## src/rtl/i2c_tx_sequencer.sv

```systemverilog
// i2c_tx_sequencer
//   Feeds the i2c_master command and data AXI-stream channels from the
//   send-buffer FIFO. A start request issues one write-multiple command to a
//   7-bit device address, then streams exactly `len` bytes from the FIFO with
//   tlast on the final byte. Once the bus goes idle it pulses done, with err
//   set if the master reported a missed ACK during the burst.
//
// Ports
//   clk, reset           : clock, asynchronous active-high reset
//   start, dev_addr, len : burst request (len == 0 is ignored)
//   fifo_data/have_next  : FIFO head byte and non-empty flag
//   fifo_next            : FIFO pop strobe (head consumed this cycle)
//   cmd_*                : command channel towards the master
//   data_*               : data channel towards the master
//   i2c_busy, missed_ack : status from the master
//   busy, done, err      : sequencer status (err is sticky until next start)
module i2c_tx_sequencer #(
  parameter int LenWidth = 8
) (
  input  logic                clk,
  input  logic                reset,
  input  logic                start,
  input  logic [6:0]          dev_addr,
  input  logic [LenWidth-1:0] len,
  input  logic [7:0]          fifo_data,
  input  logic                fifo_have_next,
  output logic                fifo_next,
  output logic [6:0]          cmd_address,
  output logic                cmd_valid,
  output logic                cmd_write_multiple,
  input  logic                cmd_ready,
  output logic [7:0]          data_tdata,
  output logic                data_tvalid,
  output logic                data_tlast,
  input  logic                data_tready,
  input  logic                i2c_busy,
  input  logic                missed_ack,
  output logic                busy,
  output logic                done,
  output logic                err
);

  typedef enum logic [1:0] {
    IDLE      = 2'd0,
    CMD       = 2'd1,
    DATA      = 2'd2,
    WAIT_DONE = 2'd3
  } state_t;

  state_t              state_reg;
  logic [6:0]          addr_reg;
  logic [LenWidth-1:0] rem_reg;
  logic [7:0]          buf_reg;
  logic                buf_v_reg;
  logic                last_reg;
  logic                err_reg;

  logic in_data;
  logic handshake;
  logic load;

  assign in_data   = (state_reg == DATA);
  assign handshake = in_data && buf_v_reg && data_tready;

  // The single-entry buffer refills either when empty or in the same cycle
  // its current byte is taken (but never past the final byte). A missed ACK
  // blocks the pop so unsent bytes remain in the FIFO.
  assign load = in_data && !missed_ack && (rem_reg != '0) && fifo_have_next &&
                (!buf_v_reg || (data_tready && !last_reg));

  assign fifo_next          = load;
  assign cmd_address        = addr_reg;
  assign cmd_valid          = (state_reg == CMD);
  assign cmd_write_multiple = (state_reg == CMD);
  assign data_tdata         = buf_reg;
  assign data_tvalid        = buf_v_reg;
  assign data_tlast         = buf_v_reg && last_reg;
  assign busy               = (state_reg != IDLE);
  // done is decoded while still in WAIT_DONE so busy falls one cycle later.
  assign done               = (state_reg == WAIT_DONE) && !i2c_busy;
  assign err                = err_reg;

  always_ff @(posedge clk or posedge reset) begin
    if (reset) begin
      state_reg <= IDLE;
      addr_reg  <= '0;
      rem_reg   <= '0;
      buf_reg   <= '0;
      buf_v_reg <= 1'b0;
      last_reg  <= 1'b0;
      err_reg   <= 1'b0;
    end else begin
      case (state_reg)
        IDLE: begin
          if (start && (len != '0)) begin
            addr_reg  <= dev_addr;
            rem_reg   <= len;
            err_reg   <= 1'b0;
            buf_v_reg <= 1'b0;
            last_reg  <= 1'b0;
            state_reg <= CMD;
          end
        end
        CMD: begin
          if (missed_ack) begin
            err_reg   <= 1'b1;
            state_reg <= WAIT_DONE;
          end else if (cmd_ready) begin
            state_reg <= DATA;
          end
        end
        DATA: begin
          if (missed_ack) begin
            err_reg   <= 1'b1;
            buf_v_reg <= 1'b0;
            state_reg <= WAIT_DONE;
          end else begin
            if (load) begin
              buf_reg   <= fifo_data;
              buf_v_reg <= 1'b1;
              last_reg  <= (rem_reg == LenWidth'(1));
              rem_reg   <= rem_reg - LenWidth'(1);
            end else if (handshake) begin
              buf_v_reg <= 1'b0;
            end
            if (handshake && last_reg) begin
              state_reg <= WAIT_DONE;
            end
          end
        end
        WAIT_DONE: begin
          if (missed_ack) begin
            err_reg <= 1'b1;
          end
          if (!i2c_busy) begin
            state_reg <= IDLE;
          end
        end
        default: state_reg <= IDLE;
      endcase
    end
  end

endmodule

```

## config.mk

```make
export PLATFORM = sky130hd
export DESIGN_NAME = i2c_tx_sequencer
export DESIGN_NICKNAME = d
export VERILOG_FILES = /design/src/rtl/i2c_tx_sequencer.sv
export SDC_FILE = /design/constraint.sdc
export NUM_CORES = 1
export LEC_CHECK = 0
export ABC_AREA = 1
export CORE_ASPECT_RATIO = 1.1
export CORE_MARGIN = 2
export CORE_UTILIZATION = 44
export DETAILED_ROUTE_END_ITERATION = 10
export DONT_BUFFER_PORTS = 1
export MAX_ROUTING_LAYER = met4
export PLACE_DENSITY = 0.55
export SLEW_MARGIN = 25
export SYNTH_ARGS = -nofsm -noshare
export SYNTH_HDL_FRONTEND = slang
export SYNTH_SLANG_ARGS = --single-unit
```

## constraint.sdc

```tcl
create_clock -name clk -period 4.1 [get_ports clk]
set_input_delay 0.41 -clock clk [delete_from_list [all_inputs] [get_ports clk]]
set_output_delay 0.41 -clock clk [all_outputs]
set_load 0.1 [all_outputs]
```

==> flow_summary.toml, run 1 <==
[yosys]
syn-instance-count = 223
synth_top_family_by_area = "simple AND/OR/NAND/NOR gates"
synthSimpleGateAreaFrac_pct = 36.95
ys_types = 25
synth_fa_ha_area_share_pct = 5.356
syn_nets = 261
synth.avg_cell_area_sq_um = 7.333
synth_mux_area_share_pct = 0
netlist_area_sq_mm = 0.001635
synth_xor_area_share_pct = 0
ys_seq_area_share_pct = 42.85
synth_compound_area_share_pct = 6.733
ys_ff_latch = 28
yosysWarnings = 0

[detailed_routing]
drt_wl_total_um = 3678
vias = 1358
vias_per_cell = 4.920
drt_pass1_iterations = 4
drt_iter0_markers = 88
route.detailed.drc = 0
wire_per_inst_um = 13.33
drtAntennaViolNets = 0

[worst_setup_path]
r2r_start = "state_reg[0]"
cp_max_fo = 14
startpoint_type = "register"
startpoint = "state_reg[0]"
worstPathRequired_ns = 3.69
r2r_end = "data_tvalid"
reg2reg_slack_ns = 1.33
arrival_ns = 2.52
worstSetupEndpointType = "output port"
crit_type = "register to output port"
reg2regPathDepth = 10

[finish]
fin_util_pct = 49.22
multi_input_area_sq_um = 807.0
design_area_sq_mm = 0.001770
diodes = 0
n_fill_cell = 384
num-nets-final = 265
final_cell_mix = "nand2_1 (94), dfrtp_1 (28), inv_1 (23), nor2_1 (15), o21ai_0 (15)"
syn_to_final_growth_pct = 8.263
drive_above_1_share_pct = 8.407
layout.cells.most_common = "nand2_1"
seq_area_sq_um = 700.7

[global_route]
grt_pass1_vias = 1345
overflow = 0
grt_max_degree = 29
antenna_found_initial = 0
grt_pass1_wl_um = 5940
track_usage_pct = 18.69

[place]
gp_congestion = 0.8428
dpl_cell_area_sq_mm = 0.001699
numPortBuffers = 0
dpl.hpwl_um = 2888

[die]
die_x_um = 62.13
die_y_um = 67.94
dieArea_sq_mm = 0.004221
floorplan.initialDensity_pct = 45.46
rows = 23
core_area_sq_mm = 0.003597
num_io_pins = 54

[sta]
fin_tns_setup_ns = 0
grt_setup_unrepaired = "no"
period_share_pct = 71.48
slew_headroom_pct = 30.00
fin_skew_ns = 0.006438
hold_viol = 0
drv_slew = 0
hold_slack_ns = 0.06864
setup_viol = 0
fin_crit_ns = 2.931
tightest_slew_ns = 1.049
fmax_mhz = 341.2

[run_status]
status = "finished clean"

[clocking]
cts_hold_buf = 0
clk_pin_slew_ns = 0.10
cts_sinks = 28
root_buffer = "clkbuf_8"
clock_path_buffers = 2
cts_resized = 0
post_cts_buffers = 0
cts_tree = "done"
worstSkewPairLatency_ns = 0.28
htreeDepth = 1
cts_buffers = 3

[hold_path]
hold_class = "input pin to asynchronous set/reset pin"

[job]
maxCapViolCount = 0
routing by layer:
layer  share of wire [%]  GRT usage [%]  vias up
li1                    -              -      700
met1                  45          21.77      624
met2                  48          33.56       32
met3                 6.1          4.276        2
met4                0.46          4.444        0
met5                   0              -        -
cells in the mapped netlist:
cell type	instances	area [sq um]
a311oi_1	1	8.760
o21bai_1	1	7.510
ha_1	7	87.58
nor3b_1	1	7.510
clkbuf_1	2	7.510
inv_4	2	12.51
nand4_1	4	25.02
nor2_4	1	11.26
buf_4	1	7.510
a21oi_1	2	10.01
nand2_2	1	6.260
o21ai_0	15	75.07
nand2_4	2	22.52
nor3_1	3	15.01
dfrtp_1	28	700.7
nand3_1	12	60.06
nor2_2	1	6.260
inv_1	24	90.09
nor2_8	1	20.02
clkinv_1	1	3.750
nand2_1	94	352.8
a22o_1	1	8.760
nand3_4	1	17.52
nor2_1	16	60.06
buf_6	1	11.26
metrics by stage:
step           std cells  setup WS [ns]
2_1_floorplan        223          1.453
3_3_place_gp         272          1.436
3_5_place_dp         272          1.341
4_1_cts              276          1.156
5_1_grt              276          1.007
6_report             276          1.169
how the worst max path moves through the flow:
| stage | end | slack [ns] | cells after the start |
|---|---|---|---|
| 4_1_cts | fifo_next | 1.16 | 8 |
| 5_1_grt | fifo_next | 1.01 | 8 |
| 2_1_floorplan | data_tvalid | 1.45 | 7 |
| 6_report | fifo_next | 1.17 | 8 |
| 3_5_place_dp | data_tvalid | 1.34 | 10 |
| 3_3_place_gp | data_tvalid | 1.44 | 10 |
layout make-up:
type | instances | area share [%]
Tap cell | 50 | 3.534
Multi-Input combinational cell | 164 | 45.58
Sequential cell | 28 | 39.58
Clock inverter | 1 | 1.696
Clock buffer | 3 | 2.332
Timing Repair Buffer | 3 | 1.272
Inverter | 27 | 6.007
cells by family after synthesis:
family                     Yosys count
DFF                                 28
adders and majority gates            7
and+or+nand+nor                    137
AOI/OAI and AO/OA                   20
buffers and inverters               31
worst max-delay path, cell delays in order, from the launching register on:
cell and delay (ns):
dfrtp_1 0.46, inv_1 0.10, ha_1 0.38, inv_4 0.21
nor2_4 0.05, nand2_2 0.05, nor2_2 0.05, nand2_4 0.12
clkinv_1 0.80
Power of run 1 is not shown: default switching activity piles up to over one toggle a cycle in this logic, so the estimate is an artifact.
==> run 2, diff against run 1 <==
==> constraint.sdc (replaced) <==
create_clock -name clk -period 2.9 [get_ports clk]
set_input_delay 0.29 -clock clk [delete_from_list [all_inputs] [get_ports clk]]
set_output_delay 0.29 -clock clk [all_outputs]
set_load 0.1 [all_outputs]
==> run 2 against run 1 <==
Critical path depth rose by 1. Setup slack got worse by 0.89 ns. Sequential share of layout area shrank 0.71 points. Die area stayed put. Clock skew shrank 0.0032 ns. Routed wire length increased by 0.19%. Global-route usage is 0.099 points higher. Hold slack gained 0.056 ns. Critical path type unchanged. Critical endpoint unchanged.
==> flow_summary.toml, run 2 (synthesized netlist as in run 1, its figures left out) <==
[die]
num_io_pins = 54
floorplan.initialDensity_pct = 45.46
core_area_sq_mm = 0.003597
die_x_um = 62.13
rows = 23
die_y_um = 67.94
dieArea_sq_mm = 0.004221

[sta]
fin_tns_setup_ns = 0
drv_slew = 0
fmax_mhz = 380.9
period_share_pct = 90.53
hold_slack_ns = 0.1250
tightest_slew_ns = 0.9142
hold_viol = 0
setup_viol = 0
fin_crit_ns = 2.625
slew_headroom_pct = 39.05
fin_skew_ns = 0.003222
grt_setup_unrepaired = "no"
fin_ws_ns = 0.2745

[finish]
num-nets-final = 269
layout.cells.most_common = "nand2_1"
multi_input_area_sq_um = 807.0
drive_above_1_share_pct = 9.565
n_fill_cell = 380
fin_cells = 280
seq_area_sq_um = 700.7
final_cell_mix = "nand2_1 (94), dfrtp_1 (28), inv_1 (23), nor2_1 (15), o21ai_0 (15)"
diodes = 0
syn_to_final_growth_pct = 10.25

[worst_setup_path]
slowest_stage = "ha_1"
worstPathCellList = "inv_1 > ha_1 > inv_4 > nor2_4 > nand2_2 > nor2_2 > nand2_4 > clkinv_1 > buf_4"
arrival_ns = 2.34
worstPathRequired_ns = 2.61
cp_max_fo = 14
slowest_delay_ns = 0.47
startpoint_type = "register"
worstSetupEndpointType = "output port"
crit_type = "register to output port"

[place]
numPortBuffers = 0
place_ws_ns = 0.5750
placed_cells = 275
gp_congestion = 0.8517
dpl.hpwl_um = 2910

[detailed_routing]
drt_iter0_markers = 80
drt_wl_total_um = 3685
wire_per_inst_um = 13.16
drtAntennaViolNets = 0
route.detailed.drc = 0
vias = 1366
drt_pass1_iterations = 4
vias_per_cell = 4.879

[global_route]
grt_max_degree = 29
antenna_found_initial = 0
overflow = 0
grt_pass1_vias = 1365
track_usage_pct = 18.79
grt_pass1_wl_um = 6023

[clocking]
cts_sinks = 28
clock_path_buffers = 2
clk_pin_slew_ns = 0.10
root_buffer = "clkbuf_8"
cts_buffers = 3
worstSkewPairLatency_ns = 0.27
cts_tree = "done"
htreeDepth = 1

[hold_path]
hold_class = "input pin to register"

[job]
maxCapViolCount = 0

[run_status]
status = "finished clean"
[run 2: cell count changes in the layout (fill, tap and decap cells not counted), sizes merged]
cell,delta
dlygate4sd3,+1
buf,+3
[run 2: what timing repair did]
action | in CTS | in global routing
gates resized for setup | 0 | 0
hold buffers | 1 | 0
buffers inserted | 0 | 0
hold endpoints to repair | 28 | 0
[run 2: per-layer routing]
metal	up-vias	track usage (%)	share of wire, %
met5	-	-	0
met4	0	4.167	0.57
met3	2	3.289	6.3
met2	38	32.88	50
met1	620	23.28	43
li1	706	-	-
[run 2: critical path: cells and delay by family, from the launching register on]
family	cells	cell delay, ns
buffers and inverters	4	0.68
adders and majority gates	1	0.47
DFF	1	0.45
and+or+nand+nor	4	0.45
[run 2: cell type report]
class | count | share of cell area (%)
Clock buffer | 3 | 2.290
Clock inverter | 1 | 1.666
Inverter | 27 | 5.899
Multi-Input combinational cell | 164 | 44.76
Sequential cell | 28 | 38.86
Tap cell | 50 | 3.470
Timing Repair Buffer | 7 | 3.053
[run 2: per-stage QoR]
| step | instance area, sq um | util [%] |
|---|---|---|
| 4_1_cts | 1803 | 50.12 |
| 3_5_place_dp | 1722 | 47.86 |
| 5_1_grt | 1803 | 50.12 |
| 3_3_place_gp | 1722 | 47.86 |
| 6_report | 1803 | 50.12 |
| 2_1_floorplan | 1635 | - |
[run 2: path summary, 6_finish.rpt]
check	depth (start not counted)	to	from	slack, ns
setup / recovery	9	fifo_next	state_reg[0]	0.27
hold reg to reg	2	rem_reg[1]	rem_reg[1]	0.48
setup reg to reg	11	data_tdata[2]	state_reg[0]	0.60
hold / removal	2	data_tdata[6]	fifo_data[6]	0.12
min in group asynchronous	2	data_tdata[3]	reset	0.53
max in group asynchronous	2	data_tdata[7]	reset	1.98
Power of run 2 is left out for the same reason.
==> run 3, diff against run 2 <==
--- a/config.mk
+++ b/config.mk
@@ -6,13 +6,15 @@
 export NUM_CORES = 1
 export LEC_CHECK = 0
 export ABC_AREA = 1
+export CELL_PAD_IN_SITES_DETAIL_PLACEMENT = 1
+export CELL_PAD_IN_SITES_GLOBAL_PLACEMENT = 2
 export CORE_ASPECT_RATIO = 1.1
 export CORE_MARGIN = 2
-export CORE_UTILIZATION = 44
+export CORE_UTILIZATION = 33
 export DETAILED_ROUTE_END_ITERATION = 10
 export DONT_BUFFER_PORTS = 1
 export MAX_ROUTING_LAYER = met4
-export PLACE_DENSITY = 0.55
+export PLACE_DENSITY = 0.73
 export SLEW_MARGIN = 25
 export SYNTH_ARGS = -nofsm -noshare
 export SYNTH_HDL_FRONTEND = slang
==> run 3 against run 2 <==
Via count rose by 2.6%. First-iteration DRC count fell by 46%. Register-to-register slack about the same. Critical endpoint unchanged. Global-route usage fell by 2.2 points. Utilization shrank 12 points. Maximum frequency down 1.1%. Sequential cell count is the same. Hold slack worse by 0.0089 ns.
==> flow_summary.toml, run 3 (synthesized netlist as in run 1, its figures left out) <==
[run_status]
status = "finished clean"

[finish]
final_cell_mix = "nand2_1 (94), dfrtp_1 (28), inv_1 (23), nor2_1 (15), o21ai_0 (15)"
n_fill_cell = 598
syn_to_final_growth_pct = 10.71
num-nets-final = 269
seq_area_sq_um = 700.7
diodes = 0
multi_input_area_sq_um = 807.0
layout.cells.most_common = "nand2_1"
drive_above_1_share_pct = 9.565
fin_cells = 286

[job]
maxCapViolCount = 0

[worst_setup_path]
arrival_ns = 2.37
slowest_stage = "dfrtp_1"
cp_max_fo = 14
critPathBufInv = 4
slowest_delay_ns = 0.45
startpoint_type = "register"
worstSetupEndpointType = "output port"
critical_path.top_delay_family = "buffers and inverters"
worstPathCellList = "inv_1 > ha_1 > inv_4 > nor2_4 > nand2_2 > nor2_2 > nand2_4 > clkinv_1 > buf_4"
crit_type = "register to output port"
worstPathRequired_ns = 2.61

[place]
gp_congestion = 0.7732
numPortBuffers = 0
dpl.hpwl_um = 3265
placed_cells = 281

[sta]
grt_setup_unrepaired = "no"
fin_skew_ns = 0.01030
fin_tns_setup_ns = 0
hold_viol = 0
period_share_pct = 91.58
hold_slack_ns = 0.1160
fmax_mhz = 376.5
drv_slew = 0
setup_viol = 0
tightest_slew_ns = 0.9133
slew_headroom_pct = 39.11
fin_crit_ns = 2.656

[global_route]
grt_pass1_wl_um = 7127
overflow = 0
grt_max_degree = 29
grt_pass1_vias = 1482
antenna_found_initial = 0
track_usage_pct = 16.64

[clocking]
root_buffer = "clkbuf_8"
clock_path_buffers = 2
cts_tree = "done"
cts_resized = 0
htreeDepth = 1
clk_pin_slew_ns = 0.11
worstSkewPairLatency_ns = 0.29
cts_buffers = 3
post_cts_buffers = 0
cts_sinks = 28

[detailed_routing]
route.detailed.drc = 0
drt_iter0_markers = 43
drt_pass1_iterations = 4
drtAntennaViolNets = 0
drt_wl_total_um = 4243
vias = 1402
vias_per_cell = 4.902
wire_per_inst_um = 14.84

[die]
num_io_pins = 54
die_x_um = 71.12
die_y_um = 77.83
floorplan.initialDensity_pct = 34.67
core_area_sq_mm = 0.004717
rows = 26
dieArea_sq_mm = 0.005535

[hold_path]
hold_class = "input pin to register"
run 3: cell counts in the layout (fill, tap and decap cells not counted):
No cell type changed its count.
run 3: area by class of cell:
cell class	count	area share (%)
clock buffer	3	2.281
clock inverter	1	1.659
inverter	27	5.874
multi-input combinational	164	44.57
sequential	28	38.70
tap	56	3.870
timing repair buffer	7	3.041
run 3: path summary, 6_finish.rpt:
| check | start | end | slack [ns] | cells after the start |
|---|---|---|---|---|
| max reg2reg | state_reg[0] | data_tdata[6] | 0.59 | 11 |
| max in group asynchronous | reset | cmd_address[5] | 1.97 | 2 |
| min | fifo_data[5] | data_tdata[5] | 0.12 | 2 |
| max | state_reg[0] | fifo_next | 0.24 | 9 |
| min reg2reg | rem_reg[1] | rem_reg[1] | 0.49 | 2 |
| min in group asynchronous | reset | rem_reg[1] | 0.53 | 2 |
run 3: timing repair:
action / 4_1_cts / 5_1_grt
hold endpoints to repair: 28 / 0
endpoints found under the setup margin: 0 / 0
hold buffers: 1 / 0
run 3: per-layer routing:
metal  part of all wire [%]  GRT usage [%]  routed length (um)  up-vias
li1                       -              -                   -      707
met1                     42          19.92                1799      658
met4                    1.2          4.528                  49        0
met3                    5.6          3.896                 238        5
met5                      0              -                   0        -
met2                     51          28.04                2156       32
run 3: metrics by stage:
| stage | utilization, % | worst slack [ns] | cell area (sq um) |
|---|---|---|---|
| after global routing | 38.38 | 0.07825 | 1810 |
| final | 38.38 | 0.2441 | 1810 |
| after floorplan | - | 0.2531 | 1635 |
| after detailed placement | 36.66 | 0.5342 | 1729 |
| after global placement | 36.66 | 0.6167 | 1729 |
| after CTS | 38.38 | 0.1984 | 1810 |
Power of run 3 is left out for the same reason.
